==> src/rtl/shift_sequencer_if.sv <==
// Request/result handshake bundle for shift_sequencer.
// The master side issues requests and consumes results; the slave side is the sequencer.
interface shift_sequencer_if #(
    parameter int WIDTH = 4,
    parameter int AW    = 3
);
    logic             in_valid;
    logic             in_ready;
    logic [WIDTH-1:0] in_data;
    logic [AW-1:0]    in_amt;
    logic [1:0]       in_op;
    logic             out_valid;
    logic             out_ready;
    logic [WIDTH-1:0] out_data;

    modport master (
        output in_valid, in_data, in_amt, in_op, out_ready,
        input  in_ready, out_valid, out_data
    );

    modport slave (
        input  in_valid, in_data, in_amt, in_op, out_ready,
        output in_ready, out_valid, out_data
    );
endinterface

==> src/rtl/shift_sequencer.sv <==
// Multi-cycle shifter: applies a variable shift as power-of-two constant stages, one per cycle.
// Optional macro SHIFT_SEQ_ROTATE_EN enables op 11 as rotate-right; otherwise op 11 echoes the operand.
module shift_sequencer #(
    parameter int WIDTH = 4,
    parameter int AW    = 3
) (
    input  logic               clk,
    input  logic               rst,
    shift_sequencer_if.slave   bus,
    output logic               busy
);

    typedef enum logic [1:0] {IDLE, SHIFT, DONE} state_t;

    localparam logic [AW-1:0] WMOD = AW'(WIDTH);

    state_t           state, state_nxt;
    logic [WIDTH-1:0] work;
    logic [AW-1:0]    amt_rem;
    logic [1:0]       op_q;
    logic             sign_q;
    logic             ovr_q;
    logic [WIDTH-1:0] out_q;

    logic [AW-1:0]    acc_amt;
    logic             acc_ovr;
    logic             acc_done;
    logic [AW-1:0]    low;
    logic [AW-1:0]    amt_step;
    logic [WIDTH-1:0] work_step;
    logic [WIDTH-1:0] fill;

    // One constant stage: sel is one-hot, selecting a shift distance of 2^i.
    function automatic logic [WIDTH-1:0] shift_stage(
        input logic [WIDTH-1:0] d,
        input logic [AW-1:0]    sel,
        input logic [1:0]       op
    );
        logic signed [WIDTH-1:0] ds;
        logic        [WIDTH-1:0] r;
        ds = $signed(d);
        r  = d;
        for (int i = 0; i < AW; i++) begin
            if (sel[i] && ((1 << i) < WIDTH)) begin
                case (op)
                    2'b00:   r = d << (1 << i);
                    2'b01:   r = d >> (1 << i);
                    2'b10:   r = ds >>> (1 << i);
                    default: begin
`ifdef SHIFT_SEQ_ROTATE_EN
                        r = (d >> (1 << i)) | (d << (WIDTH - (1 << i)));
`else
                        r = d;
`endif
                    end
                endcase
            end
        end
        return r;
    endfunction

    // Request decode at accept: effective amount, over-range flag, and zero-work shortcut.
    always_comb begin
        acc_amt = bus.in_amt;
        acc_ovr = (bus.in_amt >= WMOD);
        if (bus.in_op == 2'b11) begin
`ifdef SHIFT_SEQ_ROTATE_EN
            acc_amt = bus.in_amt % WMOD;
`else
            acc_amt = '0;
`endif
            acc_ovr = 1'b0;
        end
        acc_done = (acc_amt == '0);
    end

    // One SHIFT step: lowest set bit of the remaining amount, or a full fill when over-range.
    always_comb begin
        low       = amt_rem & (~amt_rem + AW'(1));
        fill      = {WIDTH{sign_q & (op_q == 2'b10)}};
        work_step = ovr_q ? fill : shift_stage(work, low, op_q);
        amt_step  = ovr_q ? '0 : (amt_rem & ~low);
    end

    always_comb begin
        state_nxt     = state;
        bus.in_ready  = 1'b0;
        bus.out_valid = 1'b0;
        busy          = 1'b0;
        case (state)
            IDLE: begin
                bus.in_ready = 1'b1;
                if (bus.in_valid) state_nxt = acc_done ? DONE : SHIFT;
            end
            SHIFT: begin
                busy = 1'b1;
                if (amt_step == '0) state_nxt = DONE;
            end
            DONE: begin
                busy          = 1'b1;
                bus.out_valid = 1'b1;
                if (bus.out_ready) state_nxt = IDLE;
            end
            default: state_nxt = IDLE;
        endcase
    end

    assign bus.out_data = out_q;

    always_ff @(posedge clk) begin
        if (rst) begin
            state <= IDLE;
            out_q <= '0;
        end else begin
            state <= state_nxt;
            if (state == IDLE && bus.in_valid && acc_done)
                out_q <= bus.in_data;
            else if (state == SHIFT && amt_step == '0)
                out_q <= work_step;
        end
    end

    // Working datapath registers are always loaded before use, so they carry no reset.
    always_ff @(posedge clk) begin
        if (state == IDLE && bus.in_valid) begin
            work    <= bus.in_data;
            amt_rem <= acc_amt;
            op_q    <= bus.in_op;
            sign_q  <= bus.in_data[WIDTH-1];
            ovr_q   <= acc_ovr;
        end else if (state == SHIFT) begin
            work    <= work_step;
            amt_rem <= amt_step;
        end
    end

endmodule

==> src/flat_wrapper.sv <==
// flat-port wrapper written by rule: the top's interface ports become plain ports
module shift_sequencer_flat 
#(
    parameter int WIDTH = 4,
    parameter int AW    = 3
)
  (clk, rst, busy, bus_in_valid, bus_in_data, bus_in_amt, bus_in_op, bus_out_ready, bus_in_ready, bus_out_valid, bus_out_data);
  shift_sequencer_if #(.WIDTH(WIDTH), .AW(AW)) bus_i ();
  input  logic clk;
  input  logic rst;
  output logic busy;
  input wire logic [$bits(bus_i.in_valid)-1:0] bus_in_valid;
  input wire logic [$bits(bus_i.in_data)-1:0] bus_in_data;
  input wire logic [$bits(bus_i.in_amt)-1:0] bus_in_amt;
  input wire logic [$bits(bus_i.in_op)-1:0] bus_in_op;
  input wire logic [$bits(bus_i.out_ready)-1:0] bus_out_ready;
  output wire logic [$bits(bus_i.in_ready)-1:0] bus_in_ready;
  output wire logic [$bits(bus_i.out_valid)-1:0] bus_out_valid;
  output wire logic [$bits(bus_i.out_data)-1:0] bus_out_data;
  assign bus_i.in_valid = bus_in_valid;
  assign bus_i.in_data = bus_in_data;
  assign bus_i.in_amt = bus_in_amt;
  assign bus_i.in_op = bus_in_op;
  assign bus_i.out_ready = bus_out_ready;
  assign bus_in_ready = bus_i.in_ready;
  assign bus_out_valid = bus_i.out_valid;
  assign bus_out_data = bus_i.out_data;
  shift_sequencer #(.WIDTH(WIDTH), .AW(AW)) u_core (.clk(clk), .rst(rst), .bus(bus_i), .busy(busy));
endmodule
==> config.mk <==
export PLATFORM = sky130hd
export DESIGN_NAME = shift_sequencer_flat
export DESIGN_NICKNAME = d
export VERILOG_FILES = /design/src/rtl/shift_sequencer_if.sv /design/src/rtl/shift_sequencer.sv /design/src/flat_wrapper.sv
export SDC_FILE = /design/constraint.sdc
export NUM_CORES = 1
export LEC_CHECK = 0
export CAP_MARGIN = 0
export CELL_PAD_IN_SITES_DETAIL_PLACEMENT = 0
export CELL_PAD_IN_SITES_GLOBAL_PLACEMENT = 2
export CORE_UTILIZATION = 32
export CTS_CLUSTER_DIAMETER = 80
export DETAILED_ROUTE_END_ITERATION = 6
export PLACE_DENSITY = 0.78
export RECOVER_POWER = 25
export SLEW_MARGIN = 25
export SYNTH_ARGS = -nofsm -noshare
export SYNTH_HDL_FRONTEND = slang
export SYNTH_SLANG_ARGS = --single-unit
==> constraint.sdc <==
create_clock -name clk -period 2.25 [get_ports clk]
set_input_delay 0.45 -clock clk [delete_from_list [all_inputs] [get_ports clk]]
set_output_delay 0.45 -clock clk [all_outputs]
set_load 0.005 [all_outputs]
==> results.toml, run 1 <==
[status]
status = "complete, no violations"

[sta]
hold_viol = 0
final-setup-viol-count = 0
post-route-period-util_pct = 86.8
fin_skew_ns = 0.0132
rsz0062_at_grt = "no"
tightest_slew_ns = 0.416
maxSlewViolCount = 0
slew-limit-headroom_pct = 72.2
fmax_mhz = 512
min_period_ns = 1.95
finalSetupTns_ns = 0

[logic_synthesis]
synth-main-ff-cell = "edfxtp_1"
synth_cell_types = 45
ys_ff_latch = 17
syn_area_sq_um = 1090
syn_area_per_cell_sq_um = 9.98
synth_adder_area_share_pct = 4.37
synth.yosys.seq_area_share_pct = 41.4
synth_xor_area_share_pct = 0.806
syn_inst = 109
synth_top_family_by_area = "compound AO/OA/AOI/OAI gates"
yosysWarningCount = 0
synth_simple_gate_area_share_pct = 20.1
netlist.area_leader.share_pct = 30.4
synth_top_area_cell = "edfxtp_1"
synth_compound_area_share_pct = 22.0
synth.most_common_cell = "edfxtp_1"
post_synth_mux_area_share_pct = 6.10
netlist_top_cells_count = "edfxtp_1 (11), inv_1 (9), nand2_1 (7)"
async_flop_share_pct = 0
synth_fp_nets = 125
synth.area.top_cells = "edfxtp_1 (30%), dfxtp_1 (11%), mux2_2 (5.2%)"
synth_edf_count = 11

[grt]
first_global_vias = 912
grt_pass1_wl_um = 4070
antenna_found_initial = 0
grt.total_usage_pct = 15.1
overflow = 0
grt_max_degree = 13

[detailed_routing]
drt_iter0_markers = 49
via_count = 934
viasPerCell = 5.34
routed_wl_um = 2420
first_pass_iters = 4
drc_errors = 0
avgRoutedWirePerCell_um = 13.8
ant_nets = 0

[setup_path]
worstSetupEndpointType = "register"
path_max_fanout = 3
crit_type = "input pin to register"
startpoint_type = "input pin"
reg2reg_depth = 7
crit_required_ns = 2.45
critical_path_arrival_ns = 2.15

[pwr]
swShare_pct = 33.0
power_mw = 0.952
irDropWorstVdd_mv = 0.224
share_comb_of_total_power_pct = 34.2
sequentialPowerShare_pct = 48.4
intPower_mw = 0.638
power.density_nw_per_um2 = 698
power_frac_clock_pct = 17.4
p_sw_mw = 0.314
total_leakage_power_nw = 0.529

[floorplan]
core_area_sq_um = 3130
io_pins = 20
fp.dieH_um = 60.3
rows = 20
start_util_pct = 34.8
die_w_um = 60.3
die_area_sq_um = 3630

[cts]
root_buffer = "clkbuf_4"
clkTransAtPathRegs_ns = 0.11
cts_buffer_depth = 2
cts_tree = "done"
cts_resized = 0
clock_latency_ns = 0.30
clock-sinks = 17
htree_levels = 1
cts_buffers = 3
postCtsSetupRepairBufs = 0
ctsHoldBuffers = 0

[layout]
instances_no_fill = 175
area_growth_pct = 25.4
drive_gt1_share_pct = 16.0
antennaDiodeCount = 0
fin_nets = 148

[placed_design]
numPortBuffers = 19
gp_congestion = 0.887
dp_hpwl_um = 1790
post-place-cells = 171

[min_path]
min_path_cells = 2
hold_path_class = "register to register"

[run]
cap_violations = 0
[placed cells by master (no fill, tap or decap), types with 2 or more instances in the layout]
cell type	synthesis	routed
a211oi_1	2	2
a21oi_1	5	5
a221o_2	2	2
a221oi_1	2	2
a2bb2oi_1	2	2
a31oi_1	2	2
and3_1	4	4
and3_2	3	3
buf_4	0	3
clkbuf_4	0	3
clkdlybuf4s50_1	0	16
dfxtp_1	6	6
dlygate4sd3_1	0	3
edfxtp_1	11	11
ha_1	3	3
inv_1	9	9
mux2_2	5	5
nand2_1	7	7
nand2b_1	3	3
nand3_1	2	2
nor2_1	5	5
nor2b_1	2	2
nor3_1	2	2
o21ai_0	2	2
o31ai_1	3	3
[power groups by stage]
stage	Clock [mW]	Combinational, mW	Sequential, mW
after global placement	0	0.329	0.467
after CTS	0.170	0.331	0.459
after detailed placement	0	0.328	0.466
after floorplan	0	0.229	0.437
after global routing	0.184	0.362	0.471
final	0.165	0.326	0.460
[flip-flops by register name (all words and copies together) (netlist names)]
register             count
u_core.work              4
u_core.sign_q            1
u_core.amt_rem           3
u_core.ovr_q             1
u_core.state             2
u_core.bus.out_data      4
u_core.op_q              2
[final timing paths]
kind | slack [ns] | endpoint | start
hold / removal | 0.50 | u_core.bus.out_data[3] | u_core.bus.out_data[3]
hold reg to reg | 0.50 | u_core.bus.out_data[3] | u_core.bus.out_data[3]
setup reg to reg | 0.37 | u_core.amt_rem[2] | u_core.state[0]
setup / recovery | 0.30 | u_core.bus.out_data[0] | bus_in_amt[1]
[worst max-delay path: stages]
cell and delay [ns]:
clkdlybuf4s50_1 0.43, or3_4 0.42, a21oi_4 0.17, and4b_4 0.23, and2_1 0.15, a311o_1 0.31
[cell families after synthesis]
logic type,Yosys count
simple gates,37
xor+xnor,1
compound gates,30
buf+inv,14
fa+ha+maj,4
mux,6
flops,17
[metal layers]
metal | vias to the layer above | global-route usage [%] | wire (um)
met2 | 28 | 22.9 | 1110
met1 | 442 | 20.7 | 1170
met3 | 6 | 2.60 | 86
met4 | 0 | 6.98 | 61
met5 | - | 0 | 0
li1 | 458 | - | -
[metrics by stage]
stage | utilization [%] | hold WS, ns | cell area (sq um) | setup slack (ns)
global placement | 42.8 | 0.463 | 1340 | 0.00325
detailed placement | 42.8 | 0.470 | 1340 | -0.0345
floorplan | - | 0.462 | 1090 | 0.440
global route | 43.6 | 0.547 | 1360 | 0.166
finish | 43.6 | 0.497 | 1360 | 0.296
CTS | 43.7 | 0.500 | 1370 | 0.293
[area by class of cell]
cell class	instances	area [sq um]
inverters	9	33.8
flip-flops and latches	17	450
fillers	325	1760
clock inverters	1	5.00
well taps	44	55.1
multi-input cells	78	581
repair buffers	23	216
clock buffers	3	22.5
(Power assumes the default switching activity.)
==> run 2: changes to the inputs <==
==> constraint.sdc (replaced) <==
create_clock -name clk -period 1.88 [get_ports clk]
set_input_delay 0.376 -clock clk [delete_from_list [all_inputs] [get_ports clk]]
set_output_delay 0.376 -clock clk [all_outputs]
set_load 0.005 [all_outputs]
==> run 2 against run 1 <==
Compared with the run above:
- via count is 3.4% higher
- final cell count is 5.1% higher
- setup slack got worse by 0.26 ns
- critical path depth is the same
- flip-flop and latch count is the same
- clock power is 18% higher
- wire length grew 4.6%
- largest cell class unchanged
- global-route usage is 0.68 points higher
- critical endpoint unchanged
- first-iteration DRC count fell by 43%
- hold slack gained 0.015 ns
- total power increased by 25%
- sequential share of layout area fell by 1.8 points
==> results.toml, run 2 (synthesis gave the netlist of run 1 again) <==
[status]
status = "complete, no violations"

[grt]
use_met1_pct = 19.5
grt_max_degree = 11
overflow = 0
globalRoute.busiestLayer = "met2"
grt.total_usage_pct = 15.8
grt_pass1_wl_um = 4280
first_global_vias = 994
met3_usage_pct = 2.38
antenna_found_initial = 0
met2_usage_pct = 25.7

[setup_path]
startpoint_type = "input pin"
r2r_setup_slack_ns = 0.04
crit_required_ns = 2.07
r2r_end = "u_core.bus.out_data[0]"
reg2reg_from = "u_core.op_q[1]"
reg2reg_depth = 5
crit_type = "input pin to register"
worstSetupEndpointType = "register"
path_max_fanout = 3
critical_path_arrival_ns = 2.03

[cts]
root_buffer = "clkbuf_4"
cts_tree = "done"
cts_buffers = 3
clkTransAtPathRegs_ns = 0.11
htree_levels = 1
clock-sinks = 17
clock_latency_ns = 0.29
ctsHoldBuffers = 0
cts_buffer_depth = 2

[detailed_routing]
first_pass_iters = 4
drc_errors = 0
avgRoutedWirePerCell_um = 13.8
viasPerCell = 5.25
ant_nets = 0
routed_wl_um = 2530
via_count = 966
drt_iter0_markers = 28

[pwr]
power.density_nw_per_um2 = 821
total_leakage_power_nw = 0.597
irDropWorstVdd_mv = 0.256
power_mw = 1.19

[sta]
fmax_mhz = 542
tightest_slew_ns = 0.372
finalSetupTns_ns = 0
maxSlewViolCount = 0
final-setup-viol-count = 0
hold_slack_ns = 0.512
min_period_ns = 1.84
slew-limit-headroom_pct = 75.2
fin_ws_ns = 0.0365
post-route-period-util_pct = 98.1
rsz0062_at_grt = "yes"
fin_skew_ns = 0.0112
hold_viol = 0

[layout]
postLayoutCellArea_sq_um = 1450
fin_nets = 157
final_core_util_pct = 46.4
fill_cells = 316
mostFrequentLayoutCell = "clkdlybuf4s50_1"
regArea_sq_um = 453
area_growth_pct = 33.5
antennaDiodeCount = 0
drive_gt1_share_pct = 24.3
final_cell_mix = "clkdlybuf4s50_1 (15), buf_4 (13), edfxtp_1 (11), inv_1 (9), nand2_1 (7)"
instances_no_fill = 184
multi_input_area_sq_um = 592

[min_path]
holdPathEnd = "u_core.bus.out_data[3]"
holdCritStartpoint = "u_core.bus.out_data[3]"
min_path_cells = 2
hold_path_class = "register to register"

[floorplan]
io_pins = 20
die_w_um = 60.3
fp.dieH_um = 60.3
core_area_sq_um = 3130
start_util_pct = 34.8
rows = 20
die_area_sq_um = 3630

[placed_design]
gp_congestion = 0.917
dp_hpwl_um = 1960
pre_cts_slack_ns = -0.319
placed_cell_area_sq_um = 1390
post-place-cells = 178
numPortBuffers = 19

[run]
cap_violations = 0
-- run 2: cell count changes in the layout (fill, tap and decap cells not counted) --
cell / before / now
buf_4: 3 / 13
clkbuf_1: 1 / 0
clkdlybuf4s50_1: 16 / 15
dfxtp_1: 6 / 4
dfxtp_2: 0 / 2
dlymetal6s2s_1: 0 / 1
mux2_2: 5 / 4
mux2_4: 0 / 1
xor2_1: 1 / 0
xor2_2: 0 / 1
-- run 2: per-layer routing --
layer / vias up / wire (um)
li1: 479 / -
met5: - / 0
met1: 452 / 1110
met2: 29 / 1260
met4: 0 / 64
met3: 6 / 101
-- run 2: layout make-up --
type | instances | area share [%]
clock buffers | 3 | 1.55
multi-input cells | 78 | 40.8
flip-flops and latches | 17 | 31.2
inverters | 9 | 2.33
well taps | 44 | 3.79
repair buffers | 32 | 20.0
clock inverters | 1 | 0.345
-- run 2: power by group --
group | leakage (nW) | total [mW] | internal (mW) | switching, mW
logic | 0.421 | 0.461 | 0.248 | 0.213
registers | 0.158 | 0.536 | 0.477 | 0.0583
clock network | 0.0177 | 0.195 | 0.0790 | 0.116
-- run 2: critical path, stage by stage --
cell,delay (ns)
clkdlybuf4s50_1,0.41
or3_4,0.41
a21oi_4,0.14
and4b_4,0.23
and2_1,0.16
a311o_1,0.31
-- run 2: what timing repair did --
item                       4_1_cts  5_1_grt
setup endpoints to repair        0        4
buffers inserted                 0        2
gates resized for setup          0        5
-- run 2: worst max-delay path by stage --
stage                          from                      to  slack (ns)
floorplan             bus_in_amt[1]  u_core.bus.out_data[0]        0.14
global placement      bus_in_amt[1]  u_core.bus.out_data[0]       -0.29
detailed placement    bus_in_amt[1]  u_core.bus.out_data[0]       -0.32
CTS                 u_core.state[0]                    busy       0.007
global route        u_core.state[1]            bus_in_ready       -0.03
finish                bus_in_amt[0]  u_core.bus.out_data[0]        0.04
==> run 3: changes to the inputs <==
--- a/config.mk
+++ b/config.mk
@@ -11,6 +11,7 @@
 export CORE_UTILIZATION = 32
 export CTS_CLUSTER_DIAMETER = 80
 export DETAILED_ROUTE_END_ITERATION = 6
+export GPL_TIMING_DRIVEN = 0
 export PLACE_DENSITY = 0.78
 export RECOVER_POWER = 25
 export SLEW_MARGIN = 25
==> constraint.sdc (replaced) <==
create_clock -name clk -period 1.88 [get_ports clk]
set_input_delay 0.188 -clock clk [delete_from_list [all_inputs] [get_ports clk]]
set_output_delay 0.188 -clock clk [all_outputs]
set_load 0.005 [all_outputs]
==> run 3 against run 2 <==
Compared with the run above:
- register-to-register slack better by 0.07 ns
- first-iteration DRC count down 21%
- sequential share of layout area up 1.5 points
- count of clock-buffer cells in the layout unchanged
==> results.toml, run 3 (synthesis gave the netlist of run 1 again) <==
[grt]
first_global_vias = 923
grt_max_degree = 11
overflow = 0
grt.total_usage_pct = 15.5
grt_pass1_wl_um = 4130
antenna_found_initial = 0

[min_path]
hold_path_class = "register to register"

[detailed_routing]
avgRoutedWirePerCell_um = 13.6
ant_nets = 0
first_pass_iters = 4
drc_errors = 0
drt_iter0_markers = 22
viasPerCell = 5.25
routed_wl_um = 2430
via_count = 934

[pwr]
power_frac_clock_pct = 17.2
total_leakage_power_nw = 0.553
power.density_nw_per_um2 = 829
power_mw = 1.14
intPower_mw = 0.769
share_comb_of_total_power_pct = 36.7
irDropWorstVdd_mv = 0.311
p_sw_mw = 0.373
sequentialPowerShare_pct = 46.1
swShare_pct = 32.7

[setup_path]
crit_required_ns = 2.08
max_stage_delay_ns = 0.33
crit_type = "register to register"
crit_chain = "inv_1 -> ha_1 -> nand2_1 -> a21oi_4 -> and4b_4 -> and2_1 -> a311o_1"
worstSetupEndpointType = "register"
crit_family = "simple AND/OR/NAND/NOR gates"
path_max_fanout = 7
critical_path_arrival_ns = 1.97
critPathBufInv = 1
crit_slowest_cell = "dfxtp_1"
startpoint_type = "register"

[sta]
fin_skew_ns = 0.0146
final-setup-viol-count = 0
hold_slack_ns = 0.492
min_period_ns = 1.78
maxSlewViolCount = 0
tightest_slew_ns = 0.421
slew-limit-headroom_pct = 71.9
fmax_mhz = 563
rsz0062_at_grt = "no"
post-route-period-util_pct = 94.5
hold_viol = 0

[layout]
drive_gt1_share_pct = 17.9
antennaDiodeCount = 0
fin_nets = 151
mostFrequentLayoutCell = "clkdlybuf4s50_1"
area_growth_pct = 26.8
final_cell_mix = "clkdlybuf4s50_1 (12), edfxtp_1 (11), inv_1 (9), nand2_1 (7), dlygate4sd3_1 (7)"
fill_cells = 328

[placed_design]
gp_congestion = 0.874
dp_hpwl_um = 1860
numPortBuffers = 19

[status]
status = "complete, no violations"

[floorplan]
fp.dieH_um = 60.3
io_pins = 20
die_area_sq_um = 3630
die_w_um = 60.3
core_area_sq_um = 3130
start_util_pct = 34.8
rows = 20

[cts]
htree_levels = 1
clock_latency_ns = 0.30
clkTransAtPathRegs_ns = 0.11
cts_tree = "done"
clock-sinks = 17
cts_buffers = 3
cts_buffer_depth = 2
root_buffer = "clkbuf_4"

[run]
cap_violations = 0
run 3: cell count changes in the layout (fill, tap and decap cells not counted), moves of 2 or more:
cell             before  now
clkdlybuf4s50_1      15   12
buf_2                 0    3
dfxtp_1               4    6
buf_4                13    2
dlygate4sd3_1         3    7
dfxtp_2               2    0
run 3: repair_timing:
action	4_1_cts	5_1_grt
hold buffers	0	0
setup endpoints to repair	2	2
gates resized for setup	1	1
buffers inserted	0	2
run 3: final cells by class:
class | count | area (sq um) | share of cell area [%]
Buffer | 5 | 26.3 | 1.91
Clock inverter | 1 | 5.00 | 0.363
Inverter | 9 | 33.8 | 2.45
Tap cell | 44 | 55.1 | 3.99
Sequential cell | 17 | 450 | 32.7
Multi-Input combinational cell | 78 | 581 | 42.1
Timing Repair Buffer | 21 | 205 | 14.9
Clock buffer | 3 | 22.5 | 1.63
run 3: power by group through the flow:
stage / combinational [mW] / sequential [mW] / clock [mW]
after detailed placement: 0.404 / 0.541 / 0
after CTS: 0.409 / 0.532 / 0.203
final: 0.419 / 0.527 / 0.196
after floorplan: 0.274 / 0.523 / 0
after global placement: 0.404 / 0.541 / 0
after global routing: 0.469 / 0.535 / 0.221
run 3: per-stage QoR:
stage | TNS, ns | area, sq um | instances | setup WS [ns] | utilization [%]
after global routing | 0 | 1380 | 178 | 0.00966 | 44.1
final | 0 | 1380 | 178 | 0.104 | 44.1
after global placement | -0.447 | 1330 | 172 | -0.202 | 42.6
after floorplan | 0 | 1090 | 109 | 0.181 | -
after CTS | 0 | 1360 | 176 | 0.0252 | 43.5
after detailed placement | -0.564 | 1330 | 172 | -0.231 | 42.6
run 3: metal layers:
layer / vias up / share of wire [%] / GRT usage [%]
met5: - / 0 / 0
met4: 0 / 1.7 / 7.64
met3: 4 / 1.7 / 2.60
met1: 448 / 49 / 20.4
met2: 12 / 47 / 24.2
li1: 470 / - / -
run 3: worst min-delay path: stages (launching register included):
cell,delay [ns]
dfxtp_1,0.35
a31oi_1,0.07
o41ai_1,0.05
run 3: path summary, 6_finish.rpt:
check,cells past startpoint,slack (ns),start,endpoint
min,2,0.49,u_core.bus.out_data[3],u_core.bus.out_data[3]
max reg2reg,7,0.10,u_core.state[0],u_core.bus.out_data[0]
min reg2reg,2,0.49,u_core.bus.out_data[3],u_core.bus.out_data[3]
max,7,0.10,u_core.state[0],u_core.bus.out_data[0]
==> edit (flow settings as in run 1) <==
The 3 states of `state_t` get a one-hot encoding in 3 bits.
--- a/src/rtl/shift_sequencer.sv
+++ b/src/rtl/shift_sequencer.sv
@@ -10,7 +10,7 @@
     output logic               busy
 );
 
-    typedef enum logic [1:0] {IDLE, SHIFT, DONE} state_t;
+    typedef enum logic [2:0] {IDLE = 3'b001, SHIFT = 3'b010, DONE = 3'b100} state_t;
 
     localparam logic [AW-1:0] WMOD = AW'(WIDTH);
 
Function: same outputs for any inputs over 10 cycles, from zero or initial values and one cycle with rst high; not proved beyond that.
==> edit against run 1 <==
- core utilization fell by 1.2 points
- sequential cell count grew 1
- highest routed layer unchanged
- setup slack lost 0.14 ns
- cell area rose by 5.3%
- sequential power is 5.4% lower
- global-route usage is 1.6 points higher
- routed wire length grew 13%
- total power fell by 9.6%
- critical endpoint is now bus_in_ready
- area after synthesis up 5.2%
- cell count grew 15%
- maximum frequency decreased by 6.5%
- hold slack improved by 0.025 ns
==> edit: results (changes against run 1) <==
INFO  metric numPortBuffers = 19 (unchanged)
INFO  metric dp_wirelength = 2120 um (+19%)
INFO  metric syn_nets = 144 (+15%)
INFO  metric drive_gt1_share = 8.39% (-7.6 points)
INFO  metric route.layer.met1.wl = 1330 um (+13%)
INFO  metric route.vias.total = 1,047 (+12%)
INFO  metric wire_length_of_the_first_global_routing_pass = 4520 um (+11%)
INFO  metric layout_net_count = 169 (+14%)
INFO  metric yosys-top-cells-count = 16 x sky130_fd_sc_hd__nand2_1, 11 x sky130_fd_sc_hd__edfxtp_1, 11 x sky130_fd_sc_hd__nor2_1
INFO  metric cp.arrival = 1.64 ns (-0.51 ns)
INFO  metric place_inst = 197 (+15%)
INFO  metric power.combinational.total = 0.263 mW (-19%)
INFO  metric yosys.area.top_type_share = 28.9% (-1.5 points)
INFO  metric post_synth.cell_area_avg = 8.73 um2 (-12%)
INFO  metric grt_pass1_vias = 965 (+5.8%)
INFO  metric synth_enable_flop_cells = 11 (unchanged)
INFO  metric initialDrtViolationCount = 54 (+10%)
INFO  metric globalRouteTotalUtil = 16.7% (+1.6 points)
INFO  metric cp_max_fo = 8 (+5)
INFO  metric grt_start_max_net_pins = 15 (+2)
INFO  metric power_frac_seq = 50.6% (+2.2 points)
INFO  metric peakVddDrop = 0.273 mV (+22%)
INFO  metric met2_wirelength = 1230 um (+11%)
INFO  metric post-cts-setup-buffers = 0 (unchanged)
INFO  metric power.switching_fraction = 31.6% (-1.4 points)
INFO  metric depth_of_the_worst_register_to_register_path = 6 (-1)
INFO  metric synthTopCellsByArea = sky130_fd_sc_hd__edfxtp_1 29%, sky130_fd_sc_hd__dfxtp_1 12%, sky130_fd_sc_hd__nand2_1 5.3%
INFO  metric p_leak = 0.512 nW (-3.3%)
INFO  metric run_status = finished, final reports clean
INFO  metric critical-path-max-stage-delay = 0.55 ns (+0.12 ns)
INFO  metric distinct_cell_type_count_after_synthesis = 43 (-4.4%)
INFO  metric drt_wl_total = 2730 um (+13%)
INFO  metric synth-seq-area-share = 41.1% (-0.29 points)
INFO  metric min_delay_path_depth = 1 (-1)
INFO  metric timing.critical_path.max_delay_family = buffers and inverters
INFO  metric gp_routability_congestion = 0.853 (-3.8%)
INFO  metric skew = 0.00840 ns (-0.00478 ns)
INFO  metric met3_wirelength = 156 um (+81%)
INFO  metric fillCellCount = 352 (+8.3%)
INFO  metric route.detailed.wl_per_inst = 13.6 um (-2.0%)
INFO  metric grt_antenna_before_repair = 0 (unchanged)
INFO  metric timing.max_slew.rel_slack = 65.7% (-6.6 points)
==> edit: final cells by class <==
cell class	count	share of cell area (%)
inverters	5	1.31
repair buffers	27	17.2
well taps	46	4.01
clock buffers	3	1.57
clock inverters	1	0.261
multi-input cells	101	42.9
flip-flops and latches	18	32.8
==> edit: through the flow <==
stage | setup slack (ns) | utilization (%) | cell area, um2 | power [mW] | hold slack (ns)
2_1_floorplan | 0.487 | - | 1140 | 0.604 | 0.474
3_3_place_gp | 0.218 | 41.7 | 1410 | 0.707 | 0.491
3_5_place_dp | 0.209 | 41.7 | 1410 | 0.708 | 0.500
4_1_cts | 0.122 | 42.5 | 1440 | 0.873 | 0.527
5_1_grt | 0.0108 | 42.4 | 1440 | 0.927 | 0.557
6_report | 0.161 | 42.4 | 1440 | 0.860 | 0.523
==> edit: metal layers <==
metal,up-vias,track usage [%]
li1,537,-
met1,483,23.4
met3,2,4.35
met4,0,5.71
met2,25,25.0
met5,-,0
==> edit: worst paths after layout <==
path                                        startpoint                endpoint  slack [ns]
worst max-delay path                   u_core.state[0]            bus_in_ready        0.16
worst min register to register  u_core.bus.out_data[3]  u_core.bus.out_data[3]        0.52
worst min-delay path            u_core.bus.out_data[3]  u_core.bus.out_data[3]        0.52
worst max register to register          u_core.op_q[0]  u_core.bus.out_data[0]        0.41
==> edit: cells by family after synthesis <==
kind of cell,after synthesis,share of synthesized area [%]
simple gates,60,28.0
compound gates,36,21.7
flops,18,41.1
buf+inv,12,4.92
xor+xnor,2,1.53
mux,2,1.75
fa+ha+maj,1,0.985
==> edit: worst register-to-register path: cells and delay by family, from the launching register on <==
family,cells,cell delay [ns]
compound gates,3,0.80
flops,1,0.50
buf+inv,1,0.22
xor+xnor,1,0.17
simple gates,1,0.08
